$ cat src/rtl/phase_bank_pkg.sv
// Shared definitions for the transducer phase bank: command field layout,
// opcodes, controller states and the broadcast channel code.
// Imported by the top level and the per-channel register slice.
package phase_bank_pkg;

  typedef enum logic [2:0] {
    OP_WRITE_SHADOW  = 3'd0,
    OP_WRITE_DIRECT  = 3'd1,
    OP_COMMIT        = 3'd2,
    OP_CALIB_CAPTURE = 3'd3,
    OP_CLEAR_ALL     = 3'd4
  } opcode_t;

  typedef enum logic {
    IDLE  = 1'b0,
    SWEEP = 1'b1
  } state_t;

  localparam int CH_LSB = 8;
  localparam int CH_W   = 8;
  localparam int EN_BIT = 16;
  localparam int OP_LSB = 17;
  localparam int OP_W   = 3;

  localparam logic [CH_W-1:0] CH_BROADCAST = 8'hFF;

  // Opcodes 5..7 carry no meaning and are rejected.
  function automatic logic is_reserved(input logic [OP_W-1:0] op);
    return op > 3'd4;
  endfunction

endpackage

$ cat src/rtl/phase_bank_channel.sv
// One transducer channel: shadow/active phase and enable plus calibration offset.
// Corrected phase is combinational from the registers (no added latency).
// No backpressure; strobes from the controller are applied on the next edge.
module phase_bank_channel #(
  parameter int PHASE_W = 8
) (
  input  logic               clk,
  input  logic               rst_n,
  input  logic               wr_shadow,
  input  logic               wr_direct,
  input  logic               commit,
  input  logic               capture,
  input  logic               clear,
  input  logic [PHASE_W-1:0] phase_in,
  input  logic               en_in,
  output logic [PHASE_W-1:0] phase_out,
  output logic               pwm_en
);

  logic [PHASE_W-1:0] shadow_phase;
  logic [PHASE_W-1:0] active_phase;
  logic [PHASE_W-1:0] calib;
  logic               shadow_en;
  logic               active_en;

  // Shadow takes any write; the sweep clear overrides everything.
  always_ff @(posedge clk or negedge rst_n) begin
    if (!rst_n) begin
      shadow_phase <= '0;
      shadow_en    <= 1'b0;
    end else if (clear) begin
      shadow_phase <= '0;
      shadow_en    <= 1'b0;
    end else if (wr_shadow || wr_direct) begin
      shadow_phase <= phase_in;
      shadow_en    <= en_in;
    end
  end

  // A direct write beats a same-edge commit; a commit copies the pre-write shadow.
  always_ff @(posedge clk or negedge rst_n) begin
    if (!rst_n) begin
      active_phase <= '0;
      active_en    <= 1'b0;
    end else if (clear) begin
      active_phase <= '0;
      active_en    <= 1'b0;
    end else if (wr_direct) begin
      active_phase <= phase_in;
      active_en    <= en_in;
    end else if (commit) begin
      active_phase <= shadow_phase;
      active_en    <= shadow_en;
    end
  end

  // Calibration snapshots the active phase as it stood before this edge.
  always_ff @(posedge clk or negedge rst_n) begin
    if (!rst_n) begin
      calib <= '0;
    end else if (clear) begin
      calib <= '0;
    end else if (capture) begin
      calib <= active_phase;
    end
  end

  assign phase_out = active_phase - calib;
  assign pwm_en    = active_en;

endmodule

$ cat src/rtl/phase_bank.sv
// Multi-channel phase register bank: command decode, array commit, clear sweep.
// Commands take effect on the accept edge; outputs are combinational from registers.
// cmd_ready drops for the NUM_CHANNELS-cycle clear sweep; otherwise always ready.
module phase_bank
  import phase_bank_pkg::*;
#(
  parameter int NUM_CHANNELS = 64,
  parameter int PHASE_W      = 8,
  parameter int CH_BASE      = 0
) (
  input  logic                            clk,
  input  logic                            rst_n,
  input  logic                            cmd_valid,
  output logic                            cmd_ready,
  input  logic [31:0]                     cmd_data,
  input  logic                            sync_commit,
  output logic [NUM_CHANNELS*PHASE_W-1:0] phase_out,
  output logic [NUM_CHANNELS-1:0]         pwm_en,
  output logic                            busy,
  output logic                            cmd_err
);

  localparam logic [CH_W-1:0] LAST_IDX = CH_W'(NUM_CHANNELS - 1);

  state_t             state_q, state_d;
  logic [CH_W-1:0]    idx_q, idx_d;
  logic               pending_q;

  opcode_t            op;
  logic [CH_W-1:0]    ch;
  logic [CH_W-1:0]    lch_idx;
  int                 lch;
  logic               ch_ok;
  logic               is_bcast;
  logic               accept;
  logic               wr_shadow_cmd;
  logic               wr_direct_cmd;
  logic               cap_cmd;
  logic               clear_cmd;
  logic               commit_all;
  logic               err_now;
  logic               unused_bits;

  assign op        = opcode_t'(cmd_data[OP_LSB +: OP_W]);
  assign ch        = cmd_data[CH_LSB +: CH_W];
  assign is_bcast  = (ch == CH_BROADCAST);
  assign cmd_ready = (state_q == IDLE);
  assign accept    = cmd_valid && cmd_ready;
  assign busy      = (state_q == SWEEP) || pending_q;

  // Map the board-level channel field onto a local index and range-check it.
  always_comb begin
    lch     = int'(ch) - CH_BASE;
    ch_ok   = (lch >= 0) && (lch < NUM_CHANNELS);
    lch_idx = lch[CH_W-1:0];
  end

  // Command decode into per-array strobes and the error flag.
  always_comb begin
    wr_shadow_cmd = accept && (op == OP_WRITE_SHADOW) && ch_ok;
    wr_direct_cmd = accept && (op == OP_WRITE_DIRECT) && ch_ok;
    cap_cmd       = accept && (op == OP_CALIB_CAPTURE) && (ch_ok || is_bcast);
    clear_cmd     = accept && (op == OP_CLEAR_ALL);
    // A commit deferred by the sweep fires on the first idle cycle, alongside
    // any command accepted in that cycle.
    commit_all    = (state_q == IDLE) &&
                    (sync_commit || pending_q || (accept && (op == OP_COMMIT)));
    err_now       = accept &&
                    (is_reserved(cmd_data[OP_LSB +: OP_W]) ||
                     (((op == OP_WRITE_SHADOW) || (op == OP_WRITE_DIRECT)) && !ch_ok) ||
                     ((op == OP_CALIB_CAPTURE) && !ch_ok && !is_bcast));
  end

  // Next-state logic: the sweep visits every channel once, then returns to idle.
  always_comb begin
    state_d = state_q;
    idx_d   = idx_q;
    case (state_q)
      IDLE: begin
        if (clear_cmd) begin
          state_d = SWEEP;
          idx_d   = '0;
        end
      end
      SWEEP: begin
        idx_d = idx_q + 1'b1;
        if (idx_q == LAST_IDX) begin
          state_d = IDLE;
          idx_d   = '0;
        end
      end
      default: begin
        state_d = IDLE;
        idx_d   = '0;
      end
    endcase
  end

  // State and sweep index registers.
  always_ff @(posedge clk or negedge rst_n) begin
    if (!rst_n) begin
      state_q <= IDLE;
      idx_q   <= '0;
    end else begin
      state_q <= state_d;
      idx_q   <= idx_d;
    end
  end

  // Remember a sync strobe seen mid-sweep; drop it once the commit is applied.
  always_ff @(posedge clk or negedge rst_n) begin
    if (!rst_n) begin
      pending_q <= 1'b0;
    end else if ((state_q == SWEEP) && sync_commit) begin
      pending_q <= 1'b1;
    end else if (commit_all) begin
      pending_q <= 1'b0;
    end
  end

  // Error pulse appears the cycle after the offending command is accepted.
  always_ff @(posedge clk or negedge rst_n) begin
    if (!rst_n) begin
      cmd_err <= 1'b0;
    end else begin
      cmd_err <= err_now;
    end
  end

  for (genvar i = 0; i < NUM_CHANNELS; i++) begin : g_ch
    logic sel;
    assign sel = ch_ok && (lch_idx == CH_W'(i));

    phase_bank_channel #(
      .PHASE_W(PHASE_W)
    ) u_ch (
      .clk       (clk),
      .rst_n     (rst_n),
      .wr_shadow (wr_shadow_cmd && sel),
      .wr_direct (wr_direct_cmd && sel),
      .commit    (commit_all),
      .capture   (cap_cmd && (is_bcast || sel)),
      .clear     ((state_q == SWEEP) && (idx_q == CH_W'(i))),
      .phase_in  (cmd_data[PHASE_W-1:0]),
      .en_in     (cmd_data[EN_BIT]),
      .phase_out (phase_out[i*PHASE_W +: PHASE_W]),
      .pwm_en    (pwm_en[i])
    );
  end

  assign unused_bits = ^{cmd_data[31:20], cmd_data[7:0], lch[31:CH_W]};

endmodule
$ cat config.mk
export PLATFORM = sky130hd
export DESIGN_NAME = phase_bank
export DESIGN_NICKNAME = d
export VERILOG_FILES = /design/src/rtl/phase_bank_pkg.sv /design/src/rtl/phase_bank_channel.sv /design/src/rtl/phase_bank.sv
export SDC_FILE = /design/constraint.sdc
export NUM_CORES = 2
export LEC_CHECK = 0
export CORE_MARGIN = 10
export CORE_UTILIZATION = 60
export DETAILED_ROUTE_END_ITERATION = 8
export GPL_TIMING_DRIVEN = 0
export PLACE_DENSITY = 0.81
export RECOVER_POWER = 25
export SLEW_MARGIN = 20
export SYNTH_ARGS = -nofsm -noshare
export SYNTH_HDL_FRONTEND = slang
export SYNTH_SLANG_ARGS = --single-unit
export TNS_END_PERCENT = 50
$ cat constraint.sdc
create_clock -name clk -period 3.5 [get_ports clk]
set_input_delay 1.05 -clock clk [delete_from_list [all_inputs] [get_ports clk]]
set_output_delay 1.05 -clock clk [all_outputs]
set_load 0.02 [all_outputs]
==> impl_metrics.csv <==
group,metric,value,unit
synth,synthAdderAreaFrac,0.0750,
floorplan,rows,143,
synth,yosysWarnings,0,
grt,grt_pass1_wl,561000,um
routing,drt_iter0_drc,13300,
grt,track_usage,0.438,
finish,fin_nets,12400,
sta,timing.fmax,0.248,GHz
cts,cts_root_buf,"clkbuf_16",
sta,finClkSkew,39.1,ps
floorplan,ios,615,
grt,grt_pass1_vias,88000,
setup_path,critical_path.max_fanout,3,
power_and_ir_drop,p_leak,53.8,nW
setup_path,startpoint_type,"register",
finish,synthToLayoutAreaGrowth,25.0,%
routing,via_count,91600,
finish,fillers,10400,
sta,final-hold-violation-count,0,
cts,clk_pin_slew,60,ps
cts,htree_levels,4,
routing,antenna_left,0,
synth,yosysUniqueCellTypes,67,
routing,post_drt_wl_per_cell,28.2,um
synth,synth_area_per_cell,8.64,um2
synth,yosys.area.top_type,"dfrtp_1",
run_status,status,"complete, but fails checks",
floorplan,fp.coreArea,153000,um2
synth,synthArstFlopShare,1.00,
sta,timing.final.ws_setup,-531,ps
synth,netlist.area_leader.share,0.453,
cts,cts_hold_buffers,0,
sta,maxSlewHeadroom,-0.361,
routing,dr.pass1.iters,8,
synth,synth-seq-cells,1675,
synth,synth_edf_count,0,
sta,setup_violations,771,
cts,clkLatencyLatePin,860,ps
hold_path,hp-class,"input pin to async pin",
floorplan,dieWidth,413,um
place,dp_slack,-1580,ps
setup_path,end_kind,"output port",
sta,tightestPinTransition,2040,ps
routing,viasPerCell,6.53,
sta,post-route-period-util,1.15,
synth,synth_top_family_by_area,"simple AND/OR/NAND/NOR gates",
setup_path,path_cells,"inv_2, ha_4, inv_4, fa_2, a21o_1, a21oi_4, o21bai_1, a21oi_2, xnor2_2, buf_6",
setup_path,cpPeakStageDelay,430,ps
grt,grt_max_degree,148,
cts,clock_sinks,1675,
sta,fin_crit,4030,ps
power_and_ir_drop,finalPower,47.7,mW
synth,synth_area_leaders,"dfrtp_1 45%, nand2_1 8.3%, ha_1 6.1%",
synth,synth_simple_gate_area_frac,0.166,
cts,clock_path_buffers,3,
cts,cts_tree,"built",
sta,holdWs,63.6,ps
synth,netlist_area,92500,um2
sta,slew_violations,359,
place,dpl_cell_area,102000,um2
finish,fin_area,116000,um2
place,portBuffers,591,
finish,layout-drive-gt1-share,0.190,
synth,muxShareOfSynthArea,0.0326,
synth,synth_xor_area_frac,0.0421,
setup_path,cpMaxStageDelayCell,"dfrtp_1",
run_status,violations,"capacitance limit, slew limit, setup timing",
place,place.gp.congestion,1.03,
synth,synth_fp_nets,11300,
synth,synth_seq_area_share,0.453,
floorplan,initial_core_util,0.606,
setup_path,cp.arrival,2980,ps
synth,ys.flop_type,"dfrtp_1",
synth,synthCells,10700,
job,cap_violations,3,
sta,rsz0062_at_grt,"true",
place,hpwl,271000,um
power_and_ir_drop,vdd_drop_max,0.489,mV
grt,antenna_found_initial,36,
setup_path,required,2450,ps
synth,synth_compound_area_frac,0.165,
floorplan,dieArea,170000,um2
floorplan,die_h,413,um
routing,drcViolationCount,0,
cts,cts_buffers,176,
routing,routed_wl,396000,um
power_and_ir_drop,power_density,413,nW/um2
grt,grt_overflow,0,
setup_path,critPathKind,"register to output port",
## report_power, final
part	total, mW	internal, mW	switching, mW
Combinational	8.59	1.93	6.66
Clock	19.4	11.0	8.40
Sequential	19.8	19.6	0.154
## critical path, delay by kind of cell, from the launching register on
family	cells	cell delay, ps
DFF	1	430
adders and majority gates	2	540
buffers and inverters	3	300
xor gates and xnor gates	1	190
AOI/OAI and AO/OA	4	680
## layout by cell type (no fill, tap or decap), types with 44 or more instances in the layout
| cell | instances |
|---|---|
| buf_2 | 176 |
| nor2_2 | 44 |
| xnor2_1 | 287 |
| o21ai_0 | 991 |
| dlymetal6s2s_1 | 127 |
| a21oi_2 | 91 |
| dfrtp_1 | 1622 |
| mux2i_1 | 301 |
| ha_4 | 130 |
| clkdlybuf4s50_1 | 139 |
| nand2_1 | 2042 |
| xnor2_2 | 66 |
| clkbuf_16 | 181 |
| clkbuf_2 | 59 |
| nand3_1 | 770 |
| nor2b_4 | 50 |
| nor3_1 | 52 |
| a31oi_1 | 387 |
| clkbuf_1 | 375 |
| inv_1 | 697 |
| dfrtp_2 | 53 |
| a21oi_1 | 798 |
| buf_4 | 611 |
| ha_1 | 304 |
| inv_2 | 176 |
| fa_2 | 64 |
| o21bai_1 | 59 |
| nand2b_1 | 64 |
| buf_6 | 75 |
| xor2_1 | 60 |
| o2111ai_2 | 52 |
| o21a_1 | 63 |
| a21o_1 | 64 |
| nor2_1 | 320 |
| nand3_2 | 57 |
## final cells by class
class                      instances  area, um2  area share
buffer                           622       2920      0.0253
timing repair buffer             988       9030      0.0782
antenna                           11       27.5    0.000238
sequential                      1675      42000       0.363
multi-input combinational       7519      49900       0.432
clock buffer                     258       5220      0.0451
tap                             2030       2540      0.0220
inverter                         877       3300      0.0286
clock inverter                    54        622     0.00538
## metal layers
metal,GRT usage,vias up,share of wire
met5,0.00537,-,0.00058
met4,0.308,32,0.090
met3,0.157,1864,0.14
met2,0.642,6695,0.43
met1,0.536,44400,0.35
li1,-,38600,-
## Yosys cell counts (6+ instances only)
master / n
inv_1: 877
nand3_1: 822
a2111oi_0: 7
nor2_2: 15
a31oi_1: 387
o31ai_1: 40
a21oi_1: 893
xor2_1: 72
fa_1: 64
ha_1: 452
nor2b_1: 73
nor2_8: 10
nand4bb_1: 7
o2111ai_1: 59
o22ai_1: 6
or3_1: 10
nor3_2: 6
a21o_1: 64
mux2i_1: 301
nor2_1: 375
o21ai_0: 998
buf_2: 154
dfrtp_1: 1675
buf_4: 65
xnor2_1: 372
o21ai_2: 13
nor3_1: 56
o41ai_1: 54
clkbuf_1: 403
nand3b_1: 8
nand2b_1: 64
nand2_1: 2048
o21ai_1: 52
o21a_1: 63
o21bai_1: 60
## sequential cells by signal, summed over array words and instances, names as in the netlist
signal                  flops
g_ch.u_ch.pwm_en           64
state_q                     1
idx_q                       8
g_ch.u_ch.active_phase    512
g_ch.u_ch.shadow_phase    512
g_ch.u_ch.shadow_en        64
cmd_err                     1
g_ch.u_ch.calib           512
pending_q                   1
## path summary, 6_finish.rpt
check,start,slack [ps],cells past startpoint,to
setup / recovery,g_ch[45].u_ch.active_phase[0],-530,10,phase_out[366]
hold / removal,rst_n,60,1,g_ch[23].u_ch.calib[2]
setup reg to reg,idx_q[0],-410,6,g_ch[19].u_ch.shadow_phase[5]
hold reg to reg,g_ch[18].u_ch.calib[6],500,2,g_ch[18].u_ch.calib[6]
max in group asynchronous,rst_n,190,3,g_ch[8].u_ch.active_phase[1]
min in group clk,g_ch[18].u_ch.calib[6],500,2,g_ch[18].u_ch.calib[6]
## kinds of logic (layout without fill, tap and decap cells)
| logic type | after synthesis | after routing |
|---|---|---|
| buffers and inverters | 1507 | 2799 |
| XOR/XNOR | 444 | 444 |
| other | 0 | 11 |
| multiplexers | 301 | 301 |
| adder cells (fa/ha/maj) | 516 | 516 |
| flip-flops | 1675 | 1675 |
| AND/OR/NAND/NOR | 3546 | 3546 |
| AO/OA/AOI/OAI | 2712 | 2712 |
## through the flow
step / util / std cells / TNS [ps]
floorplan: - / 10700 / 0
global placement: 0.661 / 13300 / -
detailed placement: 0.665 / 13300 / -1886680
CTS: 0.736 / 13900 / -87090
global route: 0.757 / 14000 / -94170
finish: 0.757 / 14000 / -104800
## what timing repair did
action / 4_1_cts / 5_1_grt
gates resized for setup: 2400 / 539
endpoints found under the setup margin: 1774 / 1959
setup buffers: 238 / 172
pin swaps: 382 / 326
cloned: 0 / 1
Note: power is estimated with default switching activity, not from simulation.
